===== src/rtl/bytecode_fetch_unit.sv =====
// Bytecode byte source: delivers one JVM bytecode byte per start/ready handshake,
// reading big-endian 32-bit words from the bytecode RAM through a one-word buffer.
module bytecode_fetch_unit #(
    parameter int SIZE          = 1024,
    parameter int ADDRESS_WIDTH = 10,
    parameter int BASE_ADDR     = 0
) (
    input  logic                     clk,
    input  logic                     rst,
    input  logic                     pc_reset,
    input  logic                     start,
    input  logic [ADDRESS_WIDTH-1:0] code_len,
    output logic [7:0]               next_byte,
    output logic                     ready,
    output logic [ADDRESS_WIDTH-1:0] pc,
    output logic                     done,
    output logic                     overrun,
    output logic [ADDRESS_WIDTH-3:0] mem_addr,
    output logic                     mem_rd,
    input  logic [31:0]              mem_rdata,
    input  logic                     mem_valid
);

    typedef enum logic [1:0] {
        IDLE    = 2'd0,
        REQ     = 2'd1,
        WAIT    = 2'd2,
        DELIVER = 2'd3
    } state_t;

    localparam logic [ADDRESS_WIDTH-1:0] PC_BASE = ADDRESS_WIDTH'(BASE_ADDR);
    localparam logic [ADDRESS_WIDTH-1:0] PC_ONE  = ADDRESS_WIDTH'(1);

    if ((2 ** ADDRESS_WIDTH) < SIZE) begin : g_size_check
        $error("ADDRESS_WIDTH too small for SIZE");
    end

    state_t                   state;
    logic [31:0]              buf_data;
    logic [ADDRESS_WIDTH-3:0] buf_tag;
    logic                     buf_valid;
    logic                     discard;

    logic [ADDRESS_WIDTH-3:0] pc_word;
    logic                     hit;
    logic                     may_issue;

    // Big-endian byte lane select: offset 0 is the most significant byte.
    function automatic logic [7:0] select_byte(input logic [31:0] word, input logic [1:0] offset);
        logic [7:0] result;
        case (offset)
            2'd0:    result = word[31:24];
            2'd1:    result = word[23:16];
            2'd2:    result = word[15:8];
            2'd3:    result = word[7:0];
            default: result = 8'h00;
        endcase
        return result;
    endfunction

    assign pc_word   = pc[ADDRESS_WIDTH-1:2];
    assign mem_addr  = pc_word;
    assign done      = (pc >= code_len);
    assign hit       = buf_valid && (buf_tag == pc_word);
    // A stale response arriving this cycle clears discard, so a new read may go out now.
    assign may_issue = !discard || mem_valid;

    // Fetch state machine, byte buffer and all registered outputs.
    always_ff @(posedge clk) begin
        if (rst) begin
            state     <= IDLE;
            pc        <= PC_BASE;
            ready     <= 1'b0;
            next_byte <= 8'h00;
            mem_rd    <= 1'b0;
            overrun   <= 1'b0;
            buf_data  <= 32'h0000_0000;
            buf_tag   <= '0;
            buf_valid <= 1'b0;
            discard   <= 1'b0;
        end else begin
            ready  <= 1'b0;
            mem_rd <= 1'b0;
            if (discard && mem_valid) begin
                discard <= 1'b0;
            end
            if (pc_reset) begin
                state     <= IDLE;
                pc        <= PC_BASE;
                buf_valid <= 1'b0;
                overrun   <= 1'b0;
                // An outstanding read must have its response swallowed later,
                // unless that response is arriving right now.
                if (state == WAIT) begin
                    discard <= !mem_valid;
                end else if ((state == REQ) && mem_rd) begin
                    discard <= 1'b1;
                end
            end else begin
                case (state)
                    IDLE: begin
                        // The ready gate keeps a held start from producing back-to-back pulses.
                        if (start && !ready) begin
                            if (done) begin
                                ready     <= 1'b1;
                                next_byte <= 8'h00;
                                overrun   <= 1'b1;
                            end else if (hit) begin
                                ready     <= 1'b1;
                                next_byte <= select_byte(buf_data, pc[1:0]);
                                pc        <= pc + PC_ONE;
                            end else begin
                                state  <= REQ;
                                mem_rd <= may_issue;
                            end
                        end
                    end
                    REQ: begin
                        if (mem_rd) begin
                            state <= WAIT;
                        end else if (may_issue) begin
                            mem_rd <= 1'b1;
                        end
                    end
                    WAIT: begin
                        if (mem_valid) begin
                            buf_data  <= mem_rdata;
                            buf_tag   <= pc_word;
                            buf_valid <= 1'b1;
                            state     <= DELIVER;
                        end
                    end
                    DELIVER: begin
                        ready     <= 1'b1;
                        next_byte <= select_byte(buf_data, pc[1:0]);
                        pc        <= pc + PC_ONE;
                        state     <= IDLE;
                    end
                    default: begin
                        state <= IDLE;
                    end
                endcase
            end
        end
    end

endmodule


===== config.mk =====
export PLATFORM = sky130hd
export DESIGN_NAME = bytecode_fetch_unit
export DESIGN_NICKNAME = d
export VERILOG_FILES = /design/src/rtl/bytecode_fetch_unit.sv
export SDC_FILE = /design/constraint.sdc
export NUM_CORES = 1
export LEC_CHECK = 0
export ABC_CLOCK_PERIOD_IN_PS = 5600
export CAP_MARGIN = 40
export CELL_PAD_IN_SITES_DETAIL_PLACEMENT = 1
export CELL_PAD_IN_SITES_GLOBAL_PLACEMENT = 2
export CORE_ASPECT_RATIO = 1.25
export CORE_MARGIN = 3
export CORE_UTILIZATION = 31
export DETAILED_ROUTE_END_ITERATION = 10
export GPL_TIMING_DRIVEN = 0
export PLACE_DENSITY_LB_ADDON = 0.08
export SETUP_SLACK_MARGIN = 0.05
export SYNTH_ARGS = -nofsm -noshare
export SYNTH_HDL_FRONTEND = slang
export SYNTH_SLANG_ARGS = --single-unit

===== constraint.sdc =====
create_clock -name clk -period 5.6 [get_ports clk]
set_clock_uncertainty 0.2 [all_clocks]
set_input_delay 0.56 -clock clk [delete_from_list [all_inputs] [get_ports clk]]
set_output_delay 0.56 -clock clk [all_outputs]
set_load 0.02 [all_outputs]

---- Word-level counts from Yosys, hierarchy flattened ----
Cells that the tools add are included.
word-level totals
  register bits ........................... 65
  bits of input ports ..................... 47
  output and inout port bits .............. 30
  logic and storage cells ................. 74
operators by class
  $add $sub $neg .......................... 1
  order comparisons ....................... 1
  equal/unequal tests ..................... 14
  multiplexer cells ....................... 29
  bitwise logic cells ..................... 1
  reduce and logical (&&, ||, !) cells .... 18
operator list
  operator                                             count
  case mux 8 bit (4 select lines)                      1
  two-way mux 10 bit                                   3
  two-way mux 8 bit                                    3
  case mux 10 bit (2 select lines)                     1
  case mux 8 bit (2 select lines)                      1
  two-way mux 1 bit                                    12
  != test 2 bit, second input constant                 6
  adder 10 x 1 -> 10 bit, second input constant        1
  >= comparator 10 bit                                 1
  two-way mux 2 bit                                    5
  equality test 2 bit, second input constant           4
  equality test 8 bit                                  1
  case mux 2 bit (4 select lines)                      1
  AND reduction 4 bit                                  2
  AND reduction 3 bit                                  2
  AND reduction 5 bit                                  1
  equality test 2 x 1 -> 1 bit, second input constant  2
  logical AND 1 bit                                    4
  zero test 2 bit                                      2
  case mux 1 bit (2 select lines)                      2
  zero test 1 bit                                      3
  != test 3 bit, second input constant                 1
  AND reduction 2 bit                                  1
  nonzero test 2 bit                                   1
  other kinds (3)                                      3

---- Logic depth before layout (Yosys ltp) ----
  word-level depth ........................ 6
  mapped depth ............................ 9
  depth with buffers taken out ............ 9

---- Worst setup path after synthesis ----
No wires, ideal clock.
  path kind ............................... input to register
  start ................................... input code_len[3]
  end ..................................... register pc[7]
  setup time .............................. 0.128 ns
  data arrival time ....................... 2.250 ns
  data required time ...................... 5.272 ns
  path slack .............................. 3.023 ns
  stages .................................. 9
  buffers on the path ..................... 0
  cell sequence ........................... inv_1 ha_1 a211o_1 o211ai_1 o211a_1 o2111ai_4 a2111oi_2 xnor2_1 nor2_2
on the way
  longest elaborated chain between the ends .. 3
ends and longest elaborated chain
  what                                  RTL line  source
  from (decl)                           12        input logic [ADDRESS_WIDTH-1:0] code_len,
  >= comparator 10 bit                  63        assign done = (pc >= code_len);
  != test 2 bit (no source line)        -
  AND reduction 4 bit (no source line)  -
  to (signal assigned)                  111       pc <= pc + PC_ONE;
  to (signal assigned)                  136       pc <= pc + PC_ONE;
  to (decl)                             15        output logic [ADDRESS_WIDTH-1:0] pc,
Every way passes these cells.
A chain may end at the register's enable or synchronous reset.

---- Worst setup path in the final report ----
  start ................................... input code_len[3]
  end ..................................... output done
on the way
  longest elaborated chain between the ends .. 1
ends and longest elaborated chain
  what                  RTL line  source
  >= comparator 10 bit  63
  to (decl)             16        output logic done,
Every way passes these cells.

==> qor.txt <==
Largest fanout on the critical path -> 3
Number of cells on the critical path -> 9
Routed Antenna Nets -> 0
Mapped Area -> 0.003183 sq mm
Synth warn -> 0
First-pass iteration count of the detailed router -> 6
Worst-Skew Late Latency -> 330 ps
Worst VDD drop -> 0.0001370 V
Launch point of the worst reg-to-reg path -> pc[3]
Max stage delay on crit path -> 560 ps
Clock sinks -> 65
Worst Tran Pin Value -> 642.7 ps
Sequential-to-total area share from yosys stat -> 40.88%
CTS resizes -> 0
CP required -> 4840 ps
Placer Congestion -> 0.7753
Total wire length -> 9440 microns
Global-route usage over all layers -> 16.40%
Syn Area/Cell -> 8.225 sq um
Hold-fix buffers at CTS -> 0
RSZ-0062 raised after global routing -> no
Commonest non-fill, non-tap cell in the layout -> nand2_1
Crit path kind -> input pin to output pin
Post-synth top area share -> 40.88%
Layout area overhead -> 37.66%
CTS Buffer Depth -> 2
Post-Syn Nets -> 452
# nets final -> 538
Critical path arrival -> 2700 ps
Cell family with most CP delay -> buffers and inverters
Antenna Cells -> 0
Post-CTS Setup Bufs -> 0
DRC viols -> 0
Leakage -> 0.001547 uW
Core area -> 0.009809 sq mm
Setup tns final -> 0 ps
CTS tree -> built
Die Span Y -> 119.3 microns
CTS buffer count -> 9
GR Overflow Total -> 0
Fillers -> 1175
Worst Hold Class -> flip-flop to flip-flop
Row cnt -> 40
Total number of vias -> 2997
Largest net degree at the start of global routing -> 11
Fraction of the cycle the final worst path needs -> 61.81%
Sequential power share -> 42.7%
Total Power -> 1097 uW
Clk root buf -> clkbuf_16
Clock-pin slew on the worst setup and hold paths -> 50 ps
DP HPWL -> 7315 microns
Initial antenna violation count -> 0
DIE AREA -> 0.01153 sq mm
Crit. End Element -> output pin
Power per Cell Area -> 250.4 mW/mm^2
Hold Vio Cnt, Final -> 0
Clk pwr share -> 49.9%
Buf/Inv on CP -> 3
Initial core utilization -> 32.45%
Drt first-iter violations -> 105
First-pass GRT wire length -> 15070 microns
Cell count after placement -> 588
Fraction of layout cells with a size suffix above 1 -> 7.531%
Max_cap viols -> 0
Worst slew margin -> 57.15%
Area leader, netlist -> dfxtp_1
Worst setup margin -> 2139 ps
Synth area leaders -> dfxtp_1, nand2_1, a21oi_1
R2R Path End -> pc[8]
Worst setup endpoint -> done
Io pins -> 77
H-tree depth -> 3
WL per Instance -> 15.63 microns
Reg2reg setup slack -> 2920 ps
Number of synthesized flops with an enable pin -> 0
DP Area -> 0.004091 sq mm
Vias in the first global route -> 3006
Worst Reg-to-Reg Cells -> 8
Most frequent cells in the layout -> nand2_1, clkdlybuf4s50_1, dfxtp_1, a21oi_1, clkbuf_1
Ys flop type -> dfxtp_1
Asr flop ratio synth -> 0%
CP Launch Type -> input pin
Number of synthesized register bits -> 65
Crit-path cells -> clkdlybuf4s50_1 > inv_1 > ha_1 > a211o_1 > o211ai_1 > o211ai_1 > nand2_1 > nand2_1 > clkdlybuf4s50_1
Non-Filler Cell Area, Final -> 0.004382 sq mm
Netlist cell types -> 45
Via density -> 4.962
Net Sw Power -> 234.7 uW
# setup viols final -> 0
Int Power -> 862.4 uW
Pre-CTS worst setup slack -> 2113 ps
Buffers on Ports -> 75
Crit path time final -> 3461 ps
Logic pwr share -> 7.4%
Syn Inst Count -> 387
Post-route insts no fill -> 604
Switching share of power -> 21.39%
Launch point of the critical path -> code_len[3]
CP max stage cell -> clkdlybuf4s50_1
Max-slew violations -> 0
Status -> complete, no violations
Die W -> 96.63 microns
Highest clock rate -> 288.9 MHz
==> kinds of logic after synthesis <==
logic type / after synthesis / share of synthesized area [%]
simple gates: 138 / 18.83
buf+inv: 50 / 6.918
compound gates: 101 / 22.13
mux: 1 / 0.3145
flops: 65 / 40.88
fa+ha+maj: 18 / 7.076
xor+xnor: 14 / 3.852
==> sequential cells by signal, summed over array words and instances, names as in the netlist <==
name	cells
ready	1
pc	10
buf_tag	8
next_byte	8
discard	1
mem_rd	1
state	2
overrun	1
buf_valid	1
buf_data	32
==> how the worst min path moves through the flow <==
stage                            start           end  cells past startpoint
after global placement    buf_data[14]  buf_data[14]                      2
final                     buf_data[15]  buf_data[15]                      2
after CTS                 buf_data[10]  buf_data[10]                      2
after floorplan           buf_data[10]  buf_data[10]                      2
after global routing      buf_data[16]  buf_data[16]                      2
after detailed placement  buf_data[15]  buf_data[15]                      2
==> power groups by stage <==
stage                     registers, uW  clock network, uW  logic, uW
after floorplan                     478                  0       34.4
after global placement              477                  0       80.7
after detailed placement            478                  0       82.1
after CTS                           468                559       82.7
after global routing                468                581       89.4
final                               468                548       81.5
==> metal layers <==
metal,global-route usage (%),up-vias,wire length [microns]
li1,-,1502,-
met1,17.47,1409,3893
met2,31.26,76,5026
met3,3.515,10,384
met4,6.058,0,136
met5,0,-,0
==> worst reg2reg max path: stages (launching register included) <==
cell       delay [ps]
dfxtp_1           540
ha_1              320
a211o_1           290
o211ai_1          110
o211a_1           230
o2111ai_4         190
a2111oi_2         470
xnor2_1           180
nor2_2             40
==> cells in the mapped netlist, types with 2 or more instances <==
| master | number |
|---|---|
| buf_4 | 8 |
| buf_2 | 2 |
| o31ai_1 | 2 |
| xnor2_1 | 14 |
| nor2_2 | 3 |
| buf_1 | 3 |
| a211oi_1 | 2 |
| a2111oi_2 | 3 |
| a222oi_1 | 8 |
| ha_1 | 18 |
| a32o_1 | 8 |
| nand2b_1 | 5 |
| nor2_1 | 14 |
| o21ai_0 | 10 |
| dfxtp_1 | 65 |
| a31oi_1 | 3 |
| nand4_1 | 3 |
| a211o_1 | 2 |
| clkbuf_1 | 19 |
| nand3_1 | 4 |
| o211ai_1 | 2 |
| inv_1 | 18 |
| nand2_1 | 99 |
| a41o_1 | 2 |
| a21oi_1 | 50 |
==> metrics by stage <==
step           hold slack [ps]  utilization (%)
2_1_floorplan            235.7                -
3_3_place_gp             241.3            41.71
3_5_place_dp             249.3            41.71
4_1_cts                  255.1            44.67
5_1_grt                  278.5            44.67
6_report                 254.5            44.67
==> cell type report <==
type                       instances  area (sq um)  share of cell area, %
clock buffer                      13         250.2                  5.711
multi-input combinational        272          1662                  37.92
sequential                        65          1301                  29.70
inverter                          18         67.56                  1.542
tap                              126         157.7                  3.598
buffer                            32         152.6                  3.484
timing repair buffer              75         750.7                  17.13
clock inverter                     3         40.04                 0.9138
No activity file was read; power rests on OpenSTA's default activity.
